File: src/rtl/bht_ctrl_if.sv
// Lookup / update / status bundle between fetch, branch resolve and bht_ctrl.
// master = requester side, slave = bht_ctrl side.
interface bht_ctrl_if #(
    parameter int IDX_W = 4
);
    logic             lk_valid;
    logic [IDX_W-1:0] lk_idx;
    logic             lk_ready;
    logic             pred_valid;
    logic             pred_taken;
    logic             up_valid;
    logic [IDX_W-1:0] up_idx;
    logic             up_taken;
    logic             up_ready;
    logic             init_done;

    modport master (
        output lk_valid, lk_idx, up_valid, up_idx, up_taken,
        input  lk_ready, pred_valid, pred_taken, up_ready, init_done
    );

    modport slave (
        input  lk_valid, lk_idx, up_valid, up_idx, up_taken,
        output lk_ready, pred_valid, pred_taken, up_ready, init_done
    );
endinterface

File: src/rtl/bht_ctrl.sv
// Branch history table controller: 2**IDX_W two-bit saturating counters on a
// single-port table, swept to INIT_STATE after reset, with a one-entry update
// buffer drained by read-modify-write. Define GHIST_EN to XOR every table
// index with a global history register shifted on each drained update.
module bht_ctrl #(
    parameter int         IDX_W      = 4,
    parameter logic [1:0] INIT_STATE = 2'b01
) (
    input logic       clk,
    input logic       rst,
    bht_ctrl_if.slave bus
);
    localparam int DEPTH = 1 << IDX_W;

    localparam logic [0:0] ST_INIT = 1'b0;
    localparam logic [0:0] ST_RUN  = 1'b1;

    logic [0:0]       state_q, state_d;
    logic [IDX_W-1:0] ptr_q, ptr_d;
    logic             init_done_q, init_done_d;
    logic             buf_vld_q, buf_vld_d;
    logic [IDX_W-1:0] buf_idx_q, buf_idx_d;
    logic             buf_tkn_q, buf_tkn_d;
    logic             pred_valid_q, pred_valid_d;
    logic             pred_taken_q, pred_taken_d;
    logic [1:0]       tbl_q [DEPTH];
    logic [1:0]       tbl_d [DEPTH];

    logic             lk_ready_w, up_ready_w;
    logic             lk_acc, up_acc;
    logic [IDX_W-1:0] lk_eff, dr_eff;

`ifdef GHIST_EN
    logic [IDX_W-1:0] ghr_q, ghr_d;
`endif

    function automatic logic [1:0] sat_next(input logic [1:0] cnt, input logic taken);
        if (taken) return (cnt == 2'b11) ? cnt : cnt + 2'd1;
        else       return (cnt == 2'b00) ? cnt : cnt - 2'd1;
    endfunction

    // Handshake readiness and effective table indices from registered state
    always_comb begin
        lk_ready_w = (state_q == ST_RUN) && !buf_vld_q;
        up_ready_w = (state_q == ST_RUN) && !buf_vld_q;
        lk_acc     = bus.lk_valid && lk_ready_w;
        up_acc     = bus.up_valid && up_ready_w;
`ifdef GHIST_EN
        lk_eff     = bus.lk_idx ^ ghr_q;
        dr_eff     = buf_idx_q ^ ghr_q;
`else
        lk_eff     = bus.lk_idx;
        dr_eff     = buf_idx_q;
`endif
    end

    // Next state: init sweep, then one table access per cycle (drain wins over requests)
    always_comb begin
        state_d      = state_q;
        ptr_d        = ptr_q;
        init_done_d  = init_done_q;
        buf_vld_d    = buf_vld_q;
        buf_idx_d    = buf_idx_q;
        buf_tkn_d    = buf_tkn_q;
        pred_valid_d = 1'b0;
        pred_taken_d = pred_taken_q;
        tbl_d        = tbl_q;
`ifdef GHIST_EN
        ghr_d        = ghr_q;
`endif
        case (state_q)
            ST_INIT: begin
                tbl_d[ptr_q] = INIT_STATE;
                ptr_d        = ptr_q + 1'b1;
                if (&ptr_q) begin
                    state_d     = ST_RUN;
                    init_done_d = 1'b1;
                end
            end
            default: begin
                if (buf_vld_q) begin
                    tbl_d[dr_eff] = sat_next(tbl_q[dr_eff], buf_tkn_q);
                    buf_vld_d     = 1'b0;
`ifdef GHIST_EN
                    ghr_d         = {ghr_q[IDX_W-2:0], buf_tkn_q};
`endif
                end else begin
                    // Lookup samples the table before a same-cycle update lands
                    if (lk_acc) begin
                        pred_valid_d = 1'b1;
                        pred_taken_d = tbl_q[lk_eff][1];
                    end
                    if (up_acc) begin
                        buf_vld_d = 1'b1;
                        buf_idx_d = bus.up_idx;
                        buf_tkn_d = bus.up_taken;
                    end
                end
            end
        endcase
    end

    // Control registers, cleared asynchronously
    always_ff @(posedge clk or negedge rst) begin
        if (!rst) begin
            state_q      <= ST_INIT;
            ptr_q        <= '0;
            init_done_q  <= 1'b0;
            buf_vld_q    <= 1'b0;
            buf_idx_q    <= '0;
            buf_tkn_q    <= 1'b0;
            pred_valid_q <= 1'b0;
            pred_taken_q <= 1'b0;
        end else begin
            state_q      <= state_d;
            ptr_q        <= ptr_d;
            init_done_q  <= init_done_d;
            buf_vld_q    <= buf_vld_d;
            buf_idx_q    <= buf_idx_d;
            buf_tkn_q    <= buf_tkn_d;
            pred_valid_q <= pred_valid_d;
            pred_taken_q <= pred_taken_d;
        end
    end

`ifdef GHIST_EN
    // Global history register
    always_ff @(posedge clk or negedge rst) begin
        if (!rst) ghr_q <= '0;
        else      ghr_q <= ghr_d;
    end
`endif

    // Counter table; contents are rebuilt by the init sweep, so no reset
    always_ff @(posedge clk) begin
        tbl_q <= tbl_d;
    end

    assign bus.lk_ready   = lk_ready_w;
    assign bus.up_ready   = up_ready_w;
    assign bus.pred_valid = pred_valid_q;
    assign bus.pred_taken = pred_taken_q;
    assign bus.init_done  = init_done_q;
endmodule

File: src/flat_wrapper.sv
// flat-port wrapper written by rule: the top's interface ports become plain ports
module bht_ctrl_flat 
#(
    parameter int         IDX_W      = 4,
    parameter logic [1:0] INIT_STATE = 2'b01
)
  (clk, rst, bus_lk_valid, bus_lk_idx, bus_up_valid, bus_up_idx, bus_up_taken, bus_lk_ready, bus_pred_valid, bus_pred_taken, bus_up_ready, bus_init_done);
  bht_ctrl_if #(.IDX_W(IDX_W)) bus_i ();
  input logic clk;
  input logic rst;
  input wire logic [$bits(bus_i.lk_valid)-1:0] bus_lk_valid;
  input wire logic [$bits(bus_i.lk_idx)-1:0] bus_lk_idx;
  input wire logic [$bits(bus_i.up_valid)-1:0] bus_up_valid;
  input wire logic [$bits(bus_i.up_idx)-1:0] bus_up_idx;
  input wire logic [$bits(bus_i.up_taken)-1:0] bus_up_taken;
  output wire logic [$bits(bus_i.lk_ready)-1:0] bus_lk_ready;
  output wire logic [$bits(bus_i.pred_valid)-1:0] bus_pred_valid;
  output wire logic [$bits(bus_i.pred_taken)-1:0] bus_pred_taken;
  output wire logic [$bits(bus_i.up_ready)-1:0] bus_up_ready;
  output wire logic [$bits(bus_i.init_done)-1:0] bus_init_done;
  assign bus_i.lk_valid = bus_lk_valid;
  assign bus_i.lk_idx = bus_lk_idx;
  assign bus_i.up_valid = bus_up_valid;
  assign bus_i.up_idx = bus_up_idx;
  assign bus_i.up_taken = bus_up_taken;
  assign bus_lk_ready = bus_i.lk_ready;
  assign bus_pred_valid = bus_i.pred_valid;
  assign bus_pred_taken = bus_i.pred_taken;
  assign bus_up_ready = bus_i.up_ready;
  assign bus_init_done = bus_i.init_done;
  bht_ctrl #(.IDX_W(IDX_W), .INIT_STATE(INIT_STATE)) u_core (.clk(clk), .rst(rst), .bus(bus_i));
endmodule
File: config.mk
export PLATFORM = sky130hd
export DESIGN_NAME = bht_ctrl_flat
export DESIGN_NICKNAME = d
export VERILOG_FILES = /design/src/rtl/bht_ctrl_if.sv /design/src/rtl/bht_ctrl.sv /design/src/flat_wrapper.sv
export SDC_FILE = /design/constraint.sdc
export NUM_CORES = 1
export LEC_CHECK = 0
export ABC_CLOCK_PERIOD_IN_PS = 2300
export CORE_AREA = 3 3 76 78
export CTS_BUF_LIST = sky130_fd_sc_hd__clkbuf_4
export DETAILED_ROUTE_END_ITERATION = 16
export DIE_AREA = 0 0 79 81
export PLACE_DENSITY = 0.76
export RECOVER_POWER = 50
export SLEW_MARGIN = 20
export SYNTH_ARGS = -nofsm -noshare
export SYNTH_HDL_FRONTEND = slang
export SYNTH_SLANG_ARGS = --single-unit
File: constraint.sdc
create_clock -name clk -period 2.3 [get_ports clk]
set_input_delay 0.46 -clock clk [delete_from_list [all_inputs] [get_ports clk]]
set_output_delay 0.46 -clock clk [all_outputs]
set_load 0.05 [all_outputs]
[Word level (Yosys, flattened, before mapping)]
Index checks and enable logic that the tools add are counted.
Storage, ports and cells
  register bits: 46
  output and inout port bits: 5
  bits of input ports: 13
Cells by class
  equal/unequal tests: 2
  add/sub/neg operators: 3
  magnitude comparators: 5
  bitwise gates (word level): 8
  reductions and logical operators: 11
  mux-type cells: 25
Operator list (count)
  two-way mux 32 bit: 2
  bitwise mux 32 bit: 1
  two-way mux 2 bit: 11
  AND 16 bit: 1
  binary-select mux 2 bit (select 4 bit): 2
  demux 2 bit (select 4 bit): 2
  inverter 16 bit: 1
  OR 16 bit: 1
  greater-or-equal comparator 5 bit, second input constant: 3
  inverter 4 -> 5 bit: 3
  < comparator 5 x 1 -> 1 bit, second input constant: 2
  two-way mux 1 bit: 7
  AND reduction 3 bit: 2
  logical AND 1 bit: 5
  AND reduction 5 bit: 1
  adder 4 x 1 -> 4 bit, second input constant: 1
  AND reduction 4 bit: 1
  adder 2 x 1 -> 2 bit, second input constant: 1
  equality test 2 bit, second input constant: 1
  logical NOT 2 bit: 1
  != test 2 bit, second input constant: 1
  inverter 1 bit: 2
  subtractor 2 x 1 -> 2 bit, second input constant: 1
  logical NOT 1 bit: 1

[Logic depth before layout (Yosys ltp)]
  depth after elaboration: 12
  mapped depth: 7
  depth with buffers taken out: 5

[Least setup slack after synthesis]
No wires, ideal clock.
  kind: register -> register
  from: register u_core.buf_idx_q[0]
  to: register u_core.tbl_q[13] (netlist bit) (data pin)
  cell stages (with the launch flop): 8
  buffers on the path: 2
  arrival time: 1.945 ns
  period minus slack after synthesis: 2.212 ns
  required time: 2.033 ns
  path slack: 0.088 ns
  cell sequence: dfrtp_1 > buf_6 > mux4_1 > mux2_2 > a21oi_1 > o32a_4 > buf_8 > o31ai_1
RTL lines
  from (decl): line bht_ctrl.sv:22  | logic [IDX_W-1:0] buf_idx_q, buf_idx_d;
  from (signal assigned): line bht_ctrl.sv:119  | buf_idx_q <= buf_idx_d;
  to (signal assigned): line bht_ctrl.sv:136  | tbl_q <= tbl_d;
  to (decl): line bht_ctrl.sv:26  | logic [1:0] tbl_q [DEPTH];

==> impl_metrics.json <==
{
  "vias_per_cell": 6.92,
  "cts_root_buf": "clkbuf_4",
  "ys_warn_count": 0,
  "track_usage_pct": 23.8,
  "path_cells": "buf_12, mux4_2, mux2_4, a21oi_4, o32a_4, o31ai_1",
  "seq_area_um2": 1310,
  "multi_input_area_um2": 1470,
  "num-fill-cells": 423,
  "grt-ovfl-total": 0,
  "finClkSkew_ns": 0.0136,
  "end_kind": "flip-flop",
  "synth_edf_count": 32,
  "synth_top_cells_by_area": "edfxtp_1, dfrtp_1, mux4_1",
  "syn_inst": 241,
  "r2r_setup_slack_ns": -0.06,
  "cts_max_level": 2,
  "cts_hold_buf": 0,
  "nets": 270,
  "synthFlopType": "edfxtp_1",
  "rows": 26,
  "finalHoldViolations": 0,
  "synth_area_um2": 2800,
  "numPortBuffers": 17,
  "clk_pin_slew_ns": 0.14,
  "routed_wirelength_mm": 7.65,
  "layout_setup_ws_ns": -0.0610,
  "coreArea_um2": 5140,
  "power_leakage_nw": 1.13,
  "fmax_mhz": 424,
  "grt_pass1_wl_mm": 11.6,
  "die_x_um": 79,
  "violations": "setup timing",
  "drive_gt1_share_pct": 28.0,
  "irDropWorstVdd_uv": 294,
  "area_growth_pct": 16.2,
  "rsz0062_at_grt": "true",
  "firstDrtPassIters": 5,
  "hold_class": "reg -> reg",
  "io_pins": 18,
  "setup_viol": 22,
  "run_status": "complete, but fails checks",
  "gp_congestion": 0.862,
  "yosysMostFrequentCell": "edfxtp_1",
  "drt_drc_violations_left": 0,
  "antenna_found_initial": 0,
  "grt_pass1_vias": 2156,
  "yosysTopAreaCellShare_pct": 34.3,
  "maxCapViolations": 0,
  "drv_slew": 0,
  "yosysTopAreaCell": "edfxtp_1",
  "clock_sinks": 46,
  "instances_no_fill": 324,
  "ant_nets": 0,
  "p_per_area_nw_per_um2": 607,
  "crit_path_max_incr_delay_ns": 0.55,
  "criticalPathCategory": "reg -> reg",
  "post-route-min-period_ns": 2.36,
  "diodes": 0,
  "initial_core_util_pct": 54.6,
  "worst_pin_slew_ns": 0.730,
  "cts_tree": "done",
  "ys_ff_latch": 46,
  "synth_common_cells": "edfxtp_1, nand3b_1, nand2_1, o21ai_0, clkbuf_1",
  "grt_max_degree": 58,
  "cts-buffers-inserted": 5,
  "clkLatencyLatePin_ns": 0.36,
  "die_area_um2": 6400,
  "crit_slowest_cell": "mux4_2",
  "dr.first_iter.drc_count": 407,
  "via_count": 2241,
  "slew_headroom_pct": 51.3,
  "syn_nets": 258,
  "crit_fanout": 8,
  "required_ns": 2.40,
  "yosysSeqAreaShare_pct": 46.8,
  "timing.final.crit_share_pct": 103,
  "yosysUniqueCellTypes": 42,
  "place_hpwl_mm": 4.76,
  "async_flop_share_pct": 30.4,
  "cp-start-kind": "flip-flop",
  "setup_tns_ns": -0.611,
  "crit_arrival_ns": 2.46,
  "avgSynthCellArea_um2": 11.6,
  "avgRoutedWirePerCell_um": 23.6,
  "clock_path_buffers": 2,
  "die_h_um": 81,
  "dp.cells": 312
}
[metrics by stage]
| stage | utilization, % | power (mW) | worst slack [ns] | instance area, µm² | hold slack [ns] |
|---|---|---|---|---|---|
| after global placement | 59.2 | 1.42 | -0.101 | 3040 | 0.458 |
| after global routing | 63.4 | 2.05 | -0.0859 | 3260 | 0.540 |
| after detailed placement | 59.2 | 1.43 | -0.140 | 3040 | 0.464 |
| after floorplan | - | 1.30 | 0.0875 | 2800 | 0.164 |
| final | 63.4 | 1.98 | -0.0610 | 3260 | 0.490 |
| after CTS | 61.2 | 1.87 | 0.000937 | 3150 | 0.481 |
[cells in the final DEF, fill, tap and decap left out, drive strengths merged, types with 3 or more instances in the layout]
cell,n
o21ai,18
buf,13
a31oi,3
o31ai,11
dfrtp,14
nor2b,4
o41ai,4
mux4,13
ha,4
nor2,4
xnor2,3
nand3b,18
nand2,17
o22ai,15
edfxtp,32
nand2b,5
a21oi,15
clkdlybuf4s50,14
inv,5
nand3,6
mux2,11
clkbuf,7
[final timing paths]
check / endpoint / start / cells past startpoint
max: u_core.tbl_q[13] / u_core.buf_idx_q[0] / 6
min: u_core.bus.init_done / u_core.bus.init_done / 1
max reg2reg: u_core.tbl_q[13] / u_core.buf_idx_q[0] / 6
min reg2reg: u_core.bus.init_done / u_core.bus.init_done / 1
max in group asynchronous: u_core.buf_idx_q[0] / rst / 1
min in group asynchronous: u_core.buf_idx_q[1] / rst / 1
[report_power, final]
part           internal [mW]  switching, mW  total, mW
registers              0.920         0.0680      0.988
logic                  0.265          0.332      0.597
clock network          0.129          0.265      0.393
[sequential cells by signal, summed over array words and instances (netlist names)]
register,cells
u_core.bus.init_done,1
u_core.bus.pred_taken,1
u_core.bus.pred_valid,1
u_core.buf_vld_q,1
u_core.ptr_q,4
u_core.buf_idx_q,4
u_core.state_q,1
u_core.tbl_q,32
u_core.buf_tkn_q,1
[cell families (layout without fill, tap and decap cells)]
group,after synthesis,after routing,share of synthesized area (%)
compound gates,70,71,16.2
fa+ha+maj,6,6,2.54
mux,26,26,16.5
flops,46,46,46.8
buf+inv,30,42,5.00
xor+xnor,3,3,0.937
simple gates,60,60,12.0
[metal layers]
metal | GRT usage [%] | wire length [µm] | share of wire (%)
met1 | 32.4 | 3040 | 40
met2 | 38.3 | 3560 | 47
met3 | 5.21 | 854 | 11
met4 | 7.90 | 201 | 2.6
met5 | 0 | 0 | 0
[cell type report]
| cell class | count | area share (%) |
|---|---|---|
| Multi-Input combinational cell | 166 | 45.2 |
| Clock inverter | 2 | 0.307 |
| Timing Repair Buffer | 29 | 9.52 |
| Sequential cell | 46 | 40.3 |
| Clock buffer | 6 | 1.38 |
| Tap cell | 70 | 2.69 |
| Inverter | 5 | 0.576 |
[timing repair]
action / in CTS / in global routing
cloned: 1 / 1
pin swaps: 3 / 13
resized for setup: 12 / 23
endpoints found under the setup margin: 28 / 32
setup buffers: 0 / 2
[worst max-delay path: cells and delay by family (launching register included)]
family / cells / cell delay, ns
buffers and inverters: 1 / 0.16
AOI/OAI and AO/OA: 3 / 0.57
DFF: 1 / 0.46
muxes: 2 / 0.89
(Power assumes the default switching activity.)
